File: src/rtl/ccip_mmio_csr_pkg.sv
// rtl/ccip_mmio_csr_pkg.sv - register map, length codes, index decode and write-merge helper for the AFU MMIO CSR block
package ccip_mmio_csr_pkg;

    localparam logic [17:0] CSR_DFH_OFF      = 18'h00000;
    localparam logic [17:0] CSR_AFU_ID_L_OFF = 18'h00008;
    localparam logic [17:0] CSR_AFU_ID_H_OFF = 18'h00010;
    localparam logic [17:0] CSR_NEXT_AFU_OFF = 18'h00018;
    localparam logic [17:0] CSR_RSVD_OFF     = 18'h00020;
    localparam logic [17:0] CSR_SCRATCH_OFF  = 18'h00028;
    localparam logic [17:0] CSR_CTL_OFF      = 18'h00030;
    localparam logic [17:0] CSR_STATUS_OFF   = 18'h00038;
    localparam logic [17:0] CSR_CNT_OFF      = 18'h00040;

    localparam logic [1:0] CCIP_MMIO_LEN_4B = 2'd0;
    localparam logic [1:0] CCIP_MMIO_LEN_8B = 2'd1;

    typedef enum logic [3:0] {
        CSR_IDX_DFH,
        CSR_IDX_AFU_ID_L,
        CSR_IDX_AFU_ID_H,
        CSR_IDX_NEXT_AFU,
        CSR_IDX_RSVD,
        CSR_IDX_SCRATCH,
        CSR_IDX_CTL,
        CSR_IDX_STATUS,
        CSR_IDX_CNT,
        CSR_IDX_NONE
    } t_csr_idx;

    // addr is in 4-byte units; bit 0 only selects a half, so decode at 8-byte granularity
    function automatic t_csr_idx csr_addr_to_idx(input logic [15:0] addr);
        logic [17:0] byte_off;
        t_csr_idx    idx;
        byte_off = {addr[15:1], 3'b000};
        case (byte_off)
            CSR_DFH_OFF:      idx = CSR_IDX_DFH;
            CSR_AFU_ID_L_OFF: idx = CSR_IDX_AFU_ID_L;
            CSR_AFU_ID_H_OFF: idx = CSR_IDX_AFU_ID_H;
            CSR_NEXT_AFU_OFF: idx = CSR_IDX_NEXT_AFU;
            CSR_RSVD_OFF:     idx = CSR_IDX_RSVD;
            CSR_SCRATCH_OFF:  idx = CSR_IDX_SCRATCH;
            CSR_CTL_OFF:      idx = CSR_IDX_CTL;
            CSR_STATUS_OFF:   idx = CSR_IDX_STATUS;
            CSR_CNT_OFF:      idx = CSR_IDX_CNT;
            default:          idx = CSR_IDX_NONE;
        endcase
        return idx;
    endfunction

    // 4B writes carry their payload in data[31:0]; addr[0] picks which half it lands in
    function automatic logic [63:0] csr_merge(input logic [63:0] cur, input logic [63:0] wdata,
                                              input logic is_8b, input logic hi);
        logic [63:0] res;
        if (is_8b) begin
            res = wdata;
        end else if (hi) begin
            res = {wdata[31:0], cur[31:0]};
        end else begin
            res = {cur[63:32], wdata[31:0]};
        end
        return res;
    endfunction

endpackage

File: src/rtl/ccip_mmio_csr.sv
// rtl/ccip_mmio_csr.sv - CCI-P AFU MMIO register block: DFH, AFU ID, scratch, ctl, status and cycle counter
// Two-stage pipeline: requests are captured, then read data is muxed and writes commit on the same edge.
module ccip_mmio_csr
    import ccip_mmio_csr_pkg::*;
#(
    parameter logic [63:0] AFU_ID_L  = 64'h0,
    parameter logic [63:0] AFU_ID_H  = 64'h0,
    parameter logic [63:0] DFH_VALUE = 64'h1000_0000_0000_0000,
    parameter logic [63:0] CTL_RESET = 64'h0
) (
    input  logic        Clk_400,
    input  logic        SoftReset,
    input  logic        mmio_rd_valid,
    input  logic        mmio_wr_valid,
    input  logic [15:0] mmio_addr,
    input  logic [1:0]  mmio_len,
    input  logic [8:0]  mmio_tid,
    input  logic [63:0] mmio_wdata,
    output logic        rsp_valid,
    output logic [8:0]  rsp_tid,
    output logic [63:0] rsp_data,
    output logic [63:0] csr_ctl,
    output logic        csr_ctl_wr,
    input  logic [63:0] csr_status
);

    t_csr_idx    addr_idx_d;
    logic        wr_ok_d;

    logic        rd_vld_q;
    logic [8:0]  rd_tid_q;
    t_csr_idx    rd_idx_q;
    logic        wr_vld_q;
    t_csr_idx    wr_idx_q;
    logic        wr_8b_q;
    logic        wr_hi_q;
    logic [63:0] wr_data_q;

    logic        rsp_valid_q;
    logic [8:0]  rsp_tid_q;
    logic [63:0] rsp_data_q, rsp_data_d;
    logic [63:0] scratch_q, scratch_d;
    logic [63:0] ctl_q, ctl_d;
    logic        ctl_wr_q, ctl_wr_d;
    logic [63:0] cnt_q, cnt_d;

    always_comb begin
        addr_idx_d = csr_addr_to_idx(mmio_addr);
        // reserved length codes never reach the commit stage
        wr_ok_d    = mmio_wr_valid &&
                     ((mmio_len == CCIP_MMIO_LEN_4B) || (mmio_len == CCIP_MMIO_LEN_8B));
    end

    // Read mux sees register state before this edge's write commit.
    always_comb begin
        rsp_data_d = rsp_data_q;
        if (rd_vld_q) begin
            case (rd_idx_q)
                CSR_IDX_DFH:      rsp_data_d = DFH_VALUE;
                CSR_IDX_AFU_ID_L: rsp_data_d = AFU_ID_L;
                CSR_IDX_AFU_ID_H: rsp_data_d = AFU_ID_H;
                CSR_IDX_SCRATCH:  rsp_data_d = scratch_q;
                CSR_IDX_CTL:      rsp_data_d = ctl_q;
                CSR_IDX_STATUS:   rsp_data_d = csr_status;
                CSR_IDX_CNT:      rsp_data_d = cnt_q;
                default:          rsp_data_d = 64'h0;
            endcase
        end
    end

    always_comb begin
        scratch_d = scratch_q;
        ctl_d     = ctl_q;
        ctl_wr_d  = 1'b0;
        cnt_d     = cnt_q + 64'd1;
        if (wr_vld_q) begin
            case (wr_idx_q)
                CSR_IDX_SCRATCH: scratch_d = csr_merge(scratch_q, wr_data_q, wr_8b_q, wr_hi_q);
                CSR_IDX_CTL: begin
                    ctl_d    = csr_merge(ctl_q, wr_data_q, wr_8b_q, wr_hi_q);
                    ctl_wr_d = 1'b1;
                end
                CSR_IDX_CNT:     cnt_d = 64'h0;
                default:         ;
            endcase
        end
    end

    always_ff @(posedge Clk_400 or posedge SoftReset) begin
        if (SoftReset) begin
            rd_vld_q    <= 1'b0;
            rd_tid_q    <= 9'h0;
            rd_idx_q    <= CSR_IDX_NONE;
            wr_vld_q    <= 1'b0;
            wr_idx_q    <= CSR_IDX_NONE;
            wr_8b_q     <= 1'b0;
            wr_hi_q     <= 1'b0;
            wr_data_q   <= 64'h0;
            rsp_valid_q <= 1'b0;
            rsp_tid_q   <= 9'h0;
            rsp_data_q  <= 64'h0;
            scratch_q   <= 64'h0;
            ctl_q       <= CTL_RESET;
            ctl_wr_q    <= 1'b0;
            cnt_q       <= 64'h0;
        end else begin
            rd_vld_q    <= mmio_rd_valid;
            rd_tid_q    <= mmio_tid;
            rd_idx_q    <= addr_idx_d;
            wr_vld_q    <= wr_ok_d;
            wr_idx_q    <= addr_idx_d;
            wr_8b_q     <= (mmio_len == CCIP_MMIO_LEN_8B);
            wr_hi_q     <= mmio_addr[0];
            wr_data_q   <= mmio_wdata;
            rsp_valid_q <= rd_vld_q;
            rsp_tid_q   <= rd_tid_q;
            rsp_data_q  <= rsp_data_d;
            scratch_q   <= scratch_d;
            ctl_q       <= ctl_d;
            ctl_wr_q    <= ctl_wr_d;
            cnt_q       <= cnt_d;
        end
    end

    assign rsp_valid  = rsp_valid_q;
    assign rsp_tid    = rsp_tid_q;
    assign rsp_data   = rsp_data_q;
    assign csr_ctl    = ctl_q;
    assign csr_ctl_wr = ctl_wr_q;

endmodule

File: config.mk
export PLATFORM = sky130hd
export DESIGN_NAME = ccip_mmio_csr
export DESIGN_NICKNAME = d
export VERILOG_FILES = /design/src/rtl/ccip_mmio_csr_pkg.sv /design/src/rtl/ccip_mmio_csr.sv
export SDC_FILE = /design/constraint.sdc
export NUM_CORES = 1
export LEC_CHECK = 0
export BUFFER_PORTS_ARGS = -buffer_cell sky130_fd_sc_hd__buf_2
export CORE_ASPECT_RATIO = 1.25
export CORE_MARGIN = 8
export CORE_UTILIZATION = 49
export DETAILED_ROUTE_END_ITERATION = 16
export PLACE_DENSITY_LB_ADDON = 0.2
export SYNTH_ARGS = -nofsm -noshare
export SYNTH_HDL_FRONTEND = slang
export SYNTH_SLANG_ARGS = --single-unit
File: constraint.sdc
create_clock -name Clk_400 -period 11.9 [get_ports Clk_400]
set_input_delay 2.38 -clock Clk_400 [delete_from_list [all_inputs] [get_ports Clk_400]]
set_output_delay 2.38 -clock Clk_400 [all_outputs]
set_load 0.05 [all_outputs]
---- Word level (Yosys, flattened, before mapping) ----
Cells that the tools add are included.
operators by class
  add/sub/neg operators ................... 1
  eq/ne operators ......................... 14
  mux-type cells .......................... 8
  reductions and logical operators ........ 10
operators with widths
  kind                                                               count
  64-bit case mux with 5 select lines                                1
  64-bit 2-to-1 mux                                                  4
  64-bit by 1-bit adder with 64-bit output (second input constant)   1
  15-bit by 3-bit == test with 1-bit output (second input constant)  4
  4-bit case mux with 9 select lines                                 1
  15-bit by 2-bit == test with 1-bit output (second input constant)  2
  15-bit by 1-bit == test with 1-bit output (second input constant)  1
  15-bit by 4-bit == test with 1-bit output (second input constant)  1
  15-bit zero test                                                   1
  4-bit by 3-bit == test with 1-bit output (second input constant)   3
  3-bit AND reduction                                                4
  4-bit == test (second input constant)                              1
  4-bit zero test                                                    1
  2-bit by 1-bit == test with 1-bit output (second input constant)   1
  2-bit zero test                                                    1
  1-bit 2-to-1 mux                                                   2
  2-bit inequality test (second input constant)                      1
  2-bit nonzero test                                                 1
  1-bit logical AND                                                  1
  1-bit logical OR                                                   1
storage, ports and cells
  flip-flop bits (word level) ............. 348
  input bits .............................. 159
  output and inout bits ................... 139
  word-level logic and storage cells ...... 49

---- Logic depth before layout (Yosys ltp) ----
Gate-level depths: netlist (run 1).
  word-level depth ........................ 3
  gate-level depth with buffers ........... 8
  mapped depth without buffers ............ 6

---- Worst setup path before layout (run 1) ----
No wires, ideal clock.
  path kind ............................... input-to-reg
  start point ............................. input mmio_addr[7]
  end point ............................... register wr_idx_q[0]
  library setup time ...................... 0.092 ns
  arrival time ............................ 3.169 ns
  required time ........................... 11.808 ns
  path slack .............................. 8.639 ns
  cell stages on the path ................. 3
  path buffers ............................ 0
  cell sequence ........................... nor4_1 > nand3_1 > or3b_2
on the way
  cells in the longest elaborated chain, start to end .. 2
  elaborated cells between the ends (all ways) .. 10
  classes of those cells .................. 8 x eq/ne; 1 x mux; 1 x reduce/logical
ends and longest elaborated chain
  what                                                               RTL line                 RTL
  start, declared                                                    ccip_mmio_csr.sv:15      input logic [15:0] mmio_addr,
  15-bit by 4-bit == test with 1-bit output (tied with other cells)  ccip_mmio_csr_pkg.sv:35  case (byte_off)
  4-bit case mux with 9 select lines *                               ccip_mmio_csr_pkg.sv:35
  net addr_idx_d[0]                                                  ccip_mmio_csr.sv:27      t_csr_idx addr_idx_d;
  end signal, assigned                                               ccip_mmio_csr.sv:111     wr_idx_q <= addr_idx_d;
  end, declared                                                      ccip_mmio_csr.sv:34      t_csr_idx wr_idx_q;
Mark *: on every way through the listed nets, which the timed path passes. The rest lies on a longest branch.
A chain may end at the register's enable or synchronous reset.

---- Worst setup path after layout (run 1) ----
  start point ............................. register ctl_q[62] (netlist: csr_ctl[62])
  end point ............................... output csr_ctl[62]
RTL lines
  what                    RTL line              RTL
  start, declared         ccip_mmio_csr.sv:43   logic [63:0] ctl_q, ctl_d;
  start signal, assigned  ccip_mmio_csr.sv:119  ctl_q <= ctl_d;
  end, declared           ccip_mmio_csr.sv:22   output logic [63:0] csr_ctl,
No word-level cell between the ends.

==> impl_metrics.py, run 1 <==
metrics = {
    "detailed_routing": {
        "viasPerCell": 5.90,
        "wl_per_cell_um": 22.8,
        "drt_iter0_markers": 872,
        "num_vias": 11100,
        "antenna_left": 0,
        "firstDrtPassIters": 7,
        "drc": 0,
        "drt_wl_total_mm": 42.8,
    },
    "setup_path": {
        "worstPathMaxFanout": 4,
        "reg2reg_depth": 7,
        "end_kind": "output port",
        "r2r_slack_ns": 8.37,
        "crit_family": "flip-flops",
        "cp-start-kind": "flop",
        "reg2reg_to": "csr_ctl[36]",
        "path_depth": 1,
        "reg2reg_from": "wr_idx_q[1]",
        "cp_cell_sequence": "buf_2",
        "cp.required_ns": 9.52,
        "arrival_ns": 1.28,
        "path_buf_inv": 1,
        "cp_slowest_cell": "dfrtp_1",
        "worst-setup-path-type": "reg -> out",
        "max_stage_delay_ns": 0.46,
    },
    "global_route": {
        "grtUsageMet1_pct": 29.8,
        "grt_overflow_total": 0,
        "grt_pass1_vias": 11500,
        "grt_pass1_wl_mm": 65.2,
        "grt.busiest_layer": "met2",
        "use_met3_pct": 4.53,
        "gr-usage-met2_pct": 41.1,
        "antenna_found_initial": 6,
        "grt_max_degree": 182,
        "grt_usage_pct": 24.1,
    },
    "timing": {
        "finalSetupViolations": 0,
        "rsz0062_at_grt": "false",
        "finalCritPeriodShare_pct": 30.7,
        "skew_ns": 0.0141,
        "hold_violations": 0,
        "maxSlewHeadroom_pct": 21.7,
        "tightest_slew_ns": 1.17,
        "hold_ws_ns": 0.342,
        "finalMaxSlewViolations": 0,
        "setup_tns_ns": 0,
        "finalCriticalPeriod_ns": 3.66,
        "fmax_mhz": 273,
    },
    "finish": {
        "multi_input_area_mm2": 0.00521,
        "fin_cells": 1880,
        "register_area_mm2": 0.00871,
        "drive_gt1_share_pct": 30.0,
        "n_fill_cell": 2390,
        "area_growth_pct": 20.5,
        "nNetsFinal": 1658,
    },
    "yosys": {
        "synthesis.nets": 1387,
        "async_reset_ff_share_pct": 100,
        "synth.top_cells.by_area": "dfrtp_1, a22oi_1, mux2_2",
        "netlist_instances": 1227,
        "synthMuxAreaShare_pct": 5.06,
        "yosysTopAreaCell": "dfrtp_1",
        "synth_top_family_by_area": "compound AO/OA/AOI/OAI gates",
        "synth.distinct_cells": 44,
        "synth_xor_area_share_pct": 2.22,
        "synth_edf_count": 0,
        "synth_adder_area_share_pct": 0.0879,
        "synth_area_mm2": 0.0142,
        "synth_seq_cells": 348,
        "synth_top_flop_cell": "dfrtp_1",
        "avgSynthCellArea_um2": 11.6,
        "synthSimpleGateAreaFrac_pct": 11.9,
        "ys_seq_area_share_pct": 61.2,
        "synth_compound_area_share_pct": 17.0,
        "yosys.area.top_type_share_pct": 60.8,
        "yosysWarnings": 0,
    },
    "cts": {
        "htree_levels": 2,
        "clock-sinks": 348,
        "cts_tree": "built",
        "hold_buffers": 0,
        "post_cts_buffers": 0,
        "numCtsBuffers": 35,
        "postCtsResizedCells": 0,
        "path_clk_slew_ns": 0.06,
        "clockBufferDepth": 3,
        "clockRootBuffer": "clkbuf_16",
        "clock_latency_ns": 0.51,
    },
    "placed_design": {
        "dp_cells": 1816,
        "io_buffers": 297,
        "dp_hpwl_mm": 30.0,
        "gp_congestion": 0.864,
    },
    "power_and_ir_drop": {
        "ir_drop_v": 0.0000956,
        "power.leakage_nw": 8.58,
        "p_per_area_mw_per_mm2": 141,
    },
    "die": {
        "start_util_pct": 50.0,
        "die_h_um": 207,
        "fp.coreArea_mm2": 0.0285,
        "die_x_um": 168,
        "io_pins": 298,
        "die_area_mm2": 0.0348,
        "rows": 69,
    },
    "flow_run": {
        "cap_violations": 0,
    },
    "outcome": {
        "status": "completed",
    },
    "worst_hold_path": {
        "holdPathStages": 0,
        "holdCritPathClass": "reg -> reg",
        "worstHoldEndpoint": "rsp_tid[5]",
        "holdCritStartpoint": "rd_tid_q[5]",
    },
}
## kinds of logic after synthesis
logic type | after synthesis
AND/OR/NAND/NOR | 338
multiplexers | 64
AO/OA/AOI/OAI | 350
adder cells (fa/ha/maj) | 1
XOR/XNOR | 36
flip-flops | 348
buffers and inverters | 90
## cell type report
cell class / count / share of cell area, %
Sequential cell: 348 / 50.8
Multi-Input combinational cell: 789 / 30.4
Timing Repair Buffer: 313 / 9.44
Clock buffer: 45 / 5.50
Tap cell: 355 / 2.59
Clock inverter: 15 / 0.963
Inverter: 11 / 0.263
Antenna cell: 4 / 0.0584
## Yosys cell counts, types with 23 or more instances
cell      count
dfrtp_1     346
a22oi_1     159
mux2_2       64
nand3_1      32
nand2_1     149
nor2_1       47
o21ai_0      87
or3_1        23
a21oi_1      30
clkbuf_1     67
a22o_1       64
xor2_1       28
## placed cells by master (no fill, tap or decap), types with 15 or more instances in the layout
cell       instances
clkbuf_16         35
nor2_1            46
nand4_1           21
xor2_1            28
mux2_2            64
a22o_1            64
nand3_1           30
o21ai_0           86
nand2_1          149
a21oi_1           30
a22oi_1          159
dfrtp_1          346
buf_2            297
buf_4             15
or3_1             23
## metrics by stage
stage	total power, mW	setup WS, ns	cell area, µm²	util (%)
4_1_cts	2.43	8.22	17100	60.2
2_1_floorplan	1.29	4.86	14200	-
5_1_grt	2.49	8.17	17100	60.2
3_5_place_dp	1.35	8.09	16000	56.3
6_report	2.41	8.24	17100	60.2
3_3_place_gp	1.35	8.13	16000	56.3
## power breakdown
part           switching (mW)  internal, mW
Sequential             0.0269          1.21
Clock                   0.453         0.627
Combinational          0.0650        0.0331
Total                   0.544          1.87
## routing by layer
| metal | vias to the layer above | share of wire (%) | routed length [µm] |
|---|---|---|---|
| met5 | - | 0.054 | 23 |
| met4 | 4 | 3.7 | 1560 |
| met1 | 5597 | 40 | 17100 |
| met2 | 363 | 50 | 21600 |
| met3 | 91 | 5.9 | 2510 |
| li1 | 5045 | - | - |
## registers in the layout, indices dropped and copies added (netlist names), 4 cells and up
signal	count
cnt_q	64
csr_ctl	64
rd_tid_q	9
rsp_data	64
rsp_tid	9
scratch_q	64
wr_data_q	64
wr_idx_q	4
## worst max path at each step
stage              endpoint        start  slack [ns]
5_1_grt         csr_ctl[36]  wr_idx_q[1]        8.17
2_1_floorplan      cnt_q[0]    SoftReset        4.86
4_1_cts         csr_ctl[62]  csr_ctl[62]        8.22
3_5_place_dp   rsp_data[14]    SoftReset        8.09
3_3_place_gp   rsp_data[14]    SoftReset        8.13
6_report        csr_ctl[62]  csr_ctl[62]        8.24
No activity file was read; power rests on OpenSTA's default activity.
==> run 2: changes to the inputs <==
--- a/config.mk
+++ b/config.mk
@@ -5,10 +5,11 @@
 export SDC_FILE = /design/constraint.sdc
 export NUM_CORES = 1
 export LEC_CHECK = 0
+export ABC_AREA = 1
 export BUFFER_PORTS_ARGS = -buffer_cell sky130_fd_sc_hd__buf_2
 export CORE_ASPECT_RATIO = 1.25
 export CORE_MARGIN = 8
-export CORE_UTILIZATION = 49
+export CORE_UTILIZATION = 55
 export DETAILED_ROUTE_END_ITERATION = 16
 export PLACE_DENSITY_LB_ADDON = 0.2
 export SYNTH_ARGS = -nofsm -noshare
==> constraint.sdc (replaced) <==
create_clock -name Clk_400 -period 3.5 [get_ports Clk_400]
set_input_delay 0.7 -clock Clk_400 [delete_from_list [all_inputs] [get_ports Clk_400]]
set_output_delay 0.7 -clock Clk_400 [all_outputs]
set_load 0.05 [all_outputs]
==> impl_metrics.py, run 2 <==
metrics = {
    "yosys": {
        "ys_seq_area_share_pct": 55.6,
        "synth.top_cells.by_area": "dfrtp_1, nand2_1, o21ai_0",
        "synth.distinct_cells": 43,
        "avgSynthCellArea_um2": 8.43,
        "yosysTopAreaCell": "dfrtp_1",
        "synth_commonest_cells": "nand2_1, dfrtp_1, o21ai_0",
        "yosys.area.top_type_share_pct": 55.3,
        "synth_area_mm2": 0.0157,
        "synth_seq_cells": 348,
        "yosysWarnings": 0,
        "async_reset_ff_share_pct": 100,
        "synthMostInstantiatedCell": "nand2_1",
        "synthesis.nets": 2018,
        "netlist_instances": 1858,
        "synth_edf_count": 0,
        "synth_top_flop_cell": "dfrtp_1",
    },
    "detailed_routing": {
        "num_vias": 13900,
        "drc": 0,
        "drt_iter0_markers": 1525,
        "firstDrtPassIters": 6,
        "antenna_left": 0,
        "wl_per_cell_um": 20.4,
        "viasPerCell": 5.52,
        "drt_wl_total_mm": 51.5,
    },
    "setup_path": {
        "worst-setup-path-type": "reg -> reg",
        "setup.worst_path.start": "wr_idx_q[3]",
        "worstPathMaxFanout": 64,
        "cp-start-kind": "flop",
        "cp.required_ns": 3.91,
        "end_kind": "flop",
        "reg2reg_from": "wr_idx_q[3]",
        "arrival_ns": 3.09,
    },
    "timing": {
        "skew_ns": 0.0194,
        "finalMaxSlewViolations": 0,
        "finalCritPeriodShare_pct": 76.6,
        "rsz0062_at_grt": "false",
        "maxSlewHeadroom_pct": 29.2,
        "hold_violations": 0,
        "tightest_slew_ns": 1.06,
        "fmax_mhz": 373,
        "finalCriticalPeriod_ns": 2.68,
        "finalSetupViolations": 0,
    },
    "cts": {
        "path_clk_slew_ns": 0.06,
        "clock-sinks": 348,
        "cts_tree": "built",
        "clockBufferDepth": 3,
        "hold_buffers": 0,
        "htree_levels": 2,
        "post_cts_buffers": 0,
        "clock_latency_ns": 0.52,
        "postCtsResizedCells": 0,
        "clockRootBuffer": "clkbuf_16",
        "numCtsBuffers": 36,
    },
    "die": {
        "start_util_pct": 55.5,
        "die_h_um": 205,
        "rows": 69,
        "die_area_mm2": 0.0342,
        "fp.coreArea_mm2": 0.0282,
        "io_pins": 298,
        "die_x_um": 167,
    },
    "power_and_ir_drop": {
        "fin_total_pwr_mw": 8.60,
        "ir_drop_v": 0.000471,
        "power.leakage_nw": 8.93,
        "p_per_area_mw_per_mm2": 460,
    },
    "placed_design": {
        "dp_cells": 2455,
        "dp_hpwl_mm": 39.1,
        "io_buffers": 297,
        "gp_congestion": 1.02,
    },
    "finish": {
        "drive_gt1_share_pct": 21.6,
        "final_common_cell": "nand2_1",
        "multi_input_area_mm2": 0.00589,
        "area_growth_pct": 19.5,
        "n_fill_cell": 2368,
        "antenna_cells": 0,
        "register_area_mm2": 0.00871,
        "nNetsFinal": 2298,
        "fin_cells": 2519,
        "layout_common_cells": "nand2_1, dfrtp_1, buf_2",
    },
    "global_route": {
        "antenna_found_initial": 0,
        "grt_pass1_wl_mm": 80.0,
        "grt_max_degree": 119,
        "grt_pass1_vias": 14200,
        "grt_usage_pct": 30.1,
        "grt_overflow_total": 0,
    },
    "flow_run": {
        "cap_violations": 0,
    },
    "outcome": {
        "status": "completed",
    },
    "worst_hold_path": {
        "holdCritPathClass": "in -> async",
    },
}
[run 2: changes by cell type in the layout (fill, tap and decap cells not counted), moves of 12 or more]
cell,previous run,this run
o22ai_1,0,12
nand2_2,0,12
nand2_1,149,579
nand4_1,21,55
mux2_2,64,39
nor2_1,46,154
xor2_1,28,12
o21ai_0,86,244
a22o_1,64,0
or3_1,23,0
a22oi_1,159,0
inv_1,9,198
[run 2: path summary, 6_finish.rpt]
kind,to,slack (ns),depth (start not counted)
setup / recovery,csr_ctl[10],0.82,5
hold / removal,rd_vld_q,0.20,2
setup reg to reg,csr_ctl[10],0.82,5
hold reg to reg,rsp_tid[2],0.35,0
max in group asynchronous,wr_8b_q,2.35,3
min in group Clk_400,wr_data_q[1],0.28,1
[run 2: cell type report]
cell class	instances	area share, %
clock buffers	54	5.71
clock inverters	10	0.896
inverters	206	4.15
multi-input cells	1233	31.5
flip-flops and latches	348	46.6
well taps	355	2.37
repair buffers	313	8.79
[run 2: power by group]
part	internal, mW	switching, mW	leakage, nW	total [mW]
Combinational	0.125	0.285	3.68	0.410
Sequential	4.10	0.0894	4.64	4.19
Clock	2.41	1.58	0.605	4.00
[run 2: cells by family after synthesis]
kind of cell	count (synthesis)	share of synthesized area [%]
simple gates	875	23.8
flops	348	55.6
compound gates	303	9.98
buf+inv	277	6.84
mux	39	2.80
xor+xnor	15	0.839
fa+ha+maj	1	0.0799
[run 2: metal layers]
metal	track usage (%)	part of all wire, %
met2	49.4	47
met1	37.2	39
met4	16.5	5.7
met3	6.13	8.0
met5	0	0
[run 2: critical path, stage by stage (launching register included)]
cell,delay (ns)
dfstp_2,0.38
nor2_2,0.17
nand3_2,0.33
inv_2,0.52
nand2_2,0.73
o21ai_0,0.43
[run 2: stage by stage]
stage / setup TNS [ns] / instance area [µm²] / setup WS (ns) / hold slack [ns] / util (%)
floorplan: -643.63 / 15700 / -1.86 / 0.331 / -
global placement: 0 / 17500 / 1.01 / 0.331 / 61.9
detailed placement: 0 / 17500 / 0.858 / 0.335 / 61.9
CTS: 0 / 18700 / 0.804 / 0.203 / 66.3
global route: 0 / 18700 / 0.514 / 0.216 / 66.3
finish: 0 / 18700 / 0.819 / 0.203 / 66.3
==> run 3: changes to the inputs <==
==> constraint.sdc (replaced) <==
create_clock -name Clk_400 -period 2.6 [get_ports Clk_400]
set_input_delay 0.52 -clock Clk_400 [delete_from_list [all_inputs] [get_ports Clk_400]]
set_output_delay 0.52 -clock Clk_400 [all_outputs]
set_load 0.05 [all_outputs]
==> impl_metrics.py, run 3 (synthesis results as in run 2) <==
metrics = {
    "setup_path": {
        "reg2reg_from": "wr_idx_q[0]",
        "arrival_ns": 2.55,
        "path_buf_inv": 3,
        "cp_slowest_cell": "dfstp_2",
        "reg2reg_to": "csr_ctl[25]",
        "max_stage_delay_ns": 0.57,
        "end_kind": "flop",
        "worstPathMaxFanout": 64,
        "worst-setup-path-type": "reg -> reg",
        "cp_cell_sequence": "inv_1 -> nand3_2 -> inv_2 -> nand2_2 -> buf_4 -> nand2_1 -> o21ai_0",
        "cp.required_ns": 3.03,
        "reg2reg_depth": 7,
        "cp-start-kind": "flop",
        "r2r_slack_ns": 0.48,
        "crit_family": "buffers and inverters",
    },
    "cts": {
        "clock-sinks": 348,
        "path_clk_slew_ns": 0.06,
        "clockRootBuffer": "clkbuf_16",
        "cts_tree": "built",
        "post_cts_buffers": 0,
        "clockBufferDepth": 3,
        "clock_latency_ns": 0.53,
        "numCtsBuffers": 36,
        "postCtsResizedCells": 0,
        "htree_levels": 2,
        "hold_buffers": 0,
    },
    "timing": {
        "fmax_mhz": 473,
        "hold_violations": 0,
        "skew_ns": 0.0286,
        "finalCritPeriodShare_pct": 81.4,
        "maxSlewHeadroom_pct": 50.0,
        "finalSetupViolations": 0,
        "tightest_slew_ns": 0.750,
        "finalCriticalPeriod_ns": 2.12,
        "finalMaxSlewViolations": 0,
        "rsz0062_at_grt": "false",
    },
    "power_and_ir_drop": {
        "p_per_area_mw_per_mm2": 598,
        "power.leakage_nw": 8.97,
        "fin_total_pwr_mw": 11.2,
        "ir_drop_v": 0.000664,
    },
    "placed_design": {
        "dp_cells": 2468,
        "io_buffers": 297,
        "dp_hpwl_mm": 40.2,
        "gp_congestion": 1.00,
    },
    "die": {
        "io_pins": 298,
        "die_x_um": 167,
        "die_h_um": 205,
        "die_area_mm2": 0.0342,
        "rows": 69,
        "start_util_pct": 55.5,
        "fp.coreArea_mm2": 0.0282,
    },
    "global_route": {
        "grt_overflow_total": 0,
        "antenna_found_initial": 1,
        "grt_max_degree": 101,
        "grt_pass1_wl_mm": 80.8,
        "grt_pass1_vias": 14100,
        "grt_usage_pct": 30.7,
    },
    "detailed_routing": {
        "drc": 0,
        "drt_wl_total_mm": 52.6,
        "drt_iter0_markers": 1296,
        "antenna_left": 0,
        "wl_per_cell_um": 20.8,
        "viasPerCell": 5.49,
        "firstDrtPassIters": 6,
        "num_vias": 13900,
    },
    "finish": {
        "area_growth_pct": 19.9,
        "n_fill_cell": 2386,
        "final_common_cell": "nand2_1",
        "drive_gt1_share_pct": 22.0,
        "fin_cells": 2532,
        "nNetsFinal": 2311,
        "layout_common_cells": "nand2_1, dfrtp_1, buf_2",
        "antenna_cells": 0,
    },
    "worst_hold_path": {
        "holdCritPathClass": "in -> async",
    },
    "flow_run": {
        "cap_violations": 0,
    },
    "outcome": {
        "status": "completed",
    },
}
-- run 3: changes by cell type in the layout (fill, tap and decap cells not counted), sizes merged --
cell and delta:
bufinv -4, buf +13, inv -1, clkinv +2
clkbuf +3
-- run 3: metrics by stage --
stage	TNS, ns	hold WS, ns	setup slack, ns	area [µm²]	utilization (%)
floorplan	-894.19	0.331	-2.58	15700	-
detailed placement	0	0.335	0.584	17600	62.4
CTS	0	0.0184	0.552	18800	66.5
finish	0	0.0261	0.484	18800	66.5
global placement	0	0.332	0.655	17600	62.4
global route	0	0.0308	0.377	18800	66.5
-- run 3: power breakdown --
group / switching, mW / internal, mW / total, mW
clock: 2.13 / 2.90 / 5.03
combinational: 0.389 / 0.177 / 0.566
sequential: 0.116 / 5.53 / 5.64
-- run 3: routing by layer --
layer  vias to the layer above  wire length, µm  track usage [%]
li1                       6495                -                -
met1                      6669            20400             38.1
met2                       593            25200             50.5
met3                       136             3850             5.61
met4                         2             3140             16.9
met5                         -               13                0
-- run 3: worst max path at each step --
stage	startpoint	to	slack, ns	depth (start not counted)
global route	wr_idx_q[0]	csr_ctl[25]	0.38	7
global placement	wr_idx_q[0]	csr_ctl[19]	0.66	6
finish	wr_idx_q[0]	csr_ctl[25]	0.48	7
floorplan	SoftReset	cnt_q[0]	-2.58	1
CTS	wr_idx_q[0]	csr_ctl[17]	0.55	6
detailed placement	wr_idx_q[0]	csr_ctl[17]	0.58	6
-- run 3: final cells by class --
cell class	count	area (µm²)	area share [%]
Sequential cell	348	8710	46.4
Multi-Input combinational cell	1233	5890	31.4
Clock inverter	7	73.8	0.393
Timing Repair Buffer	326	1790	9.54
Inverter	206	777	4.14
Tap cell	355	444	2.36
Clock buffer	57	1090	5.81
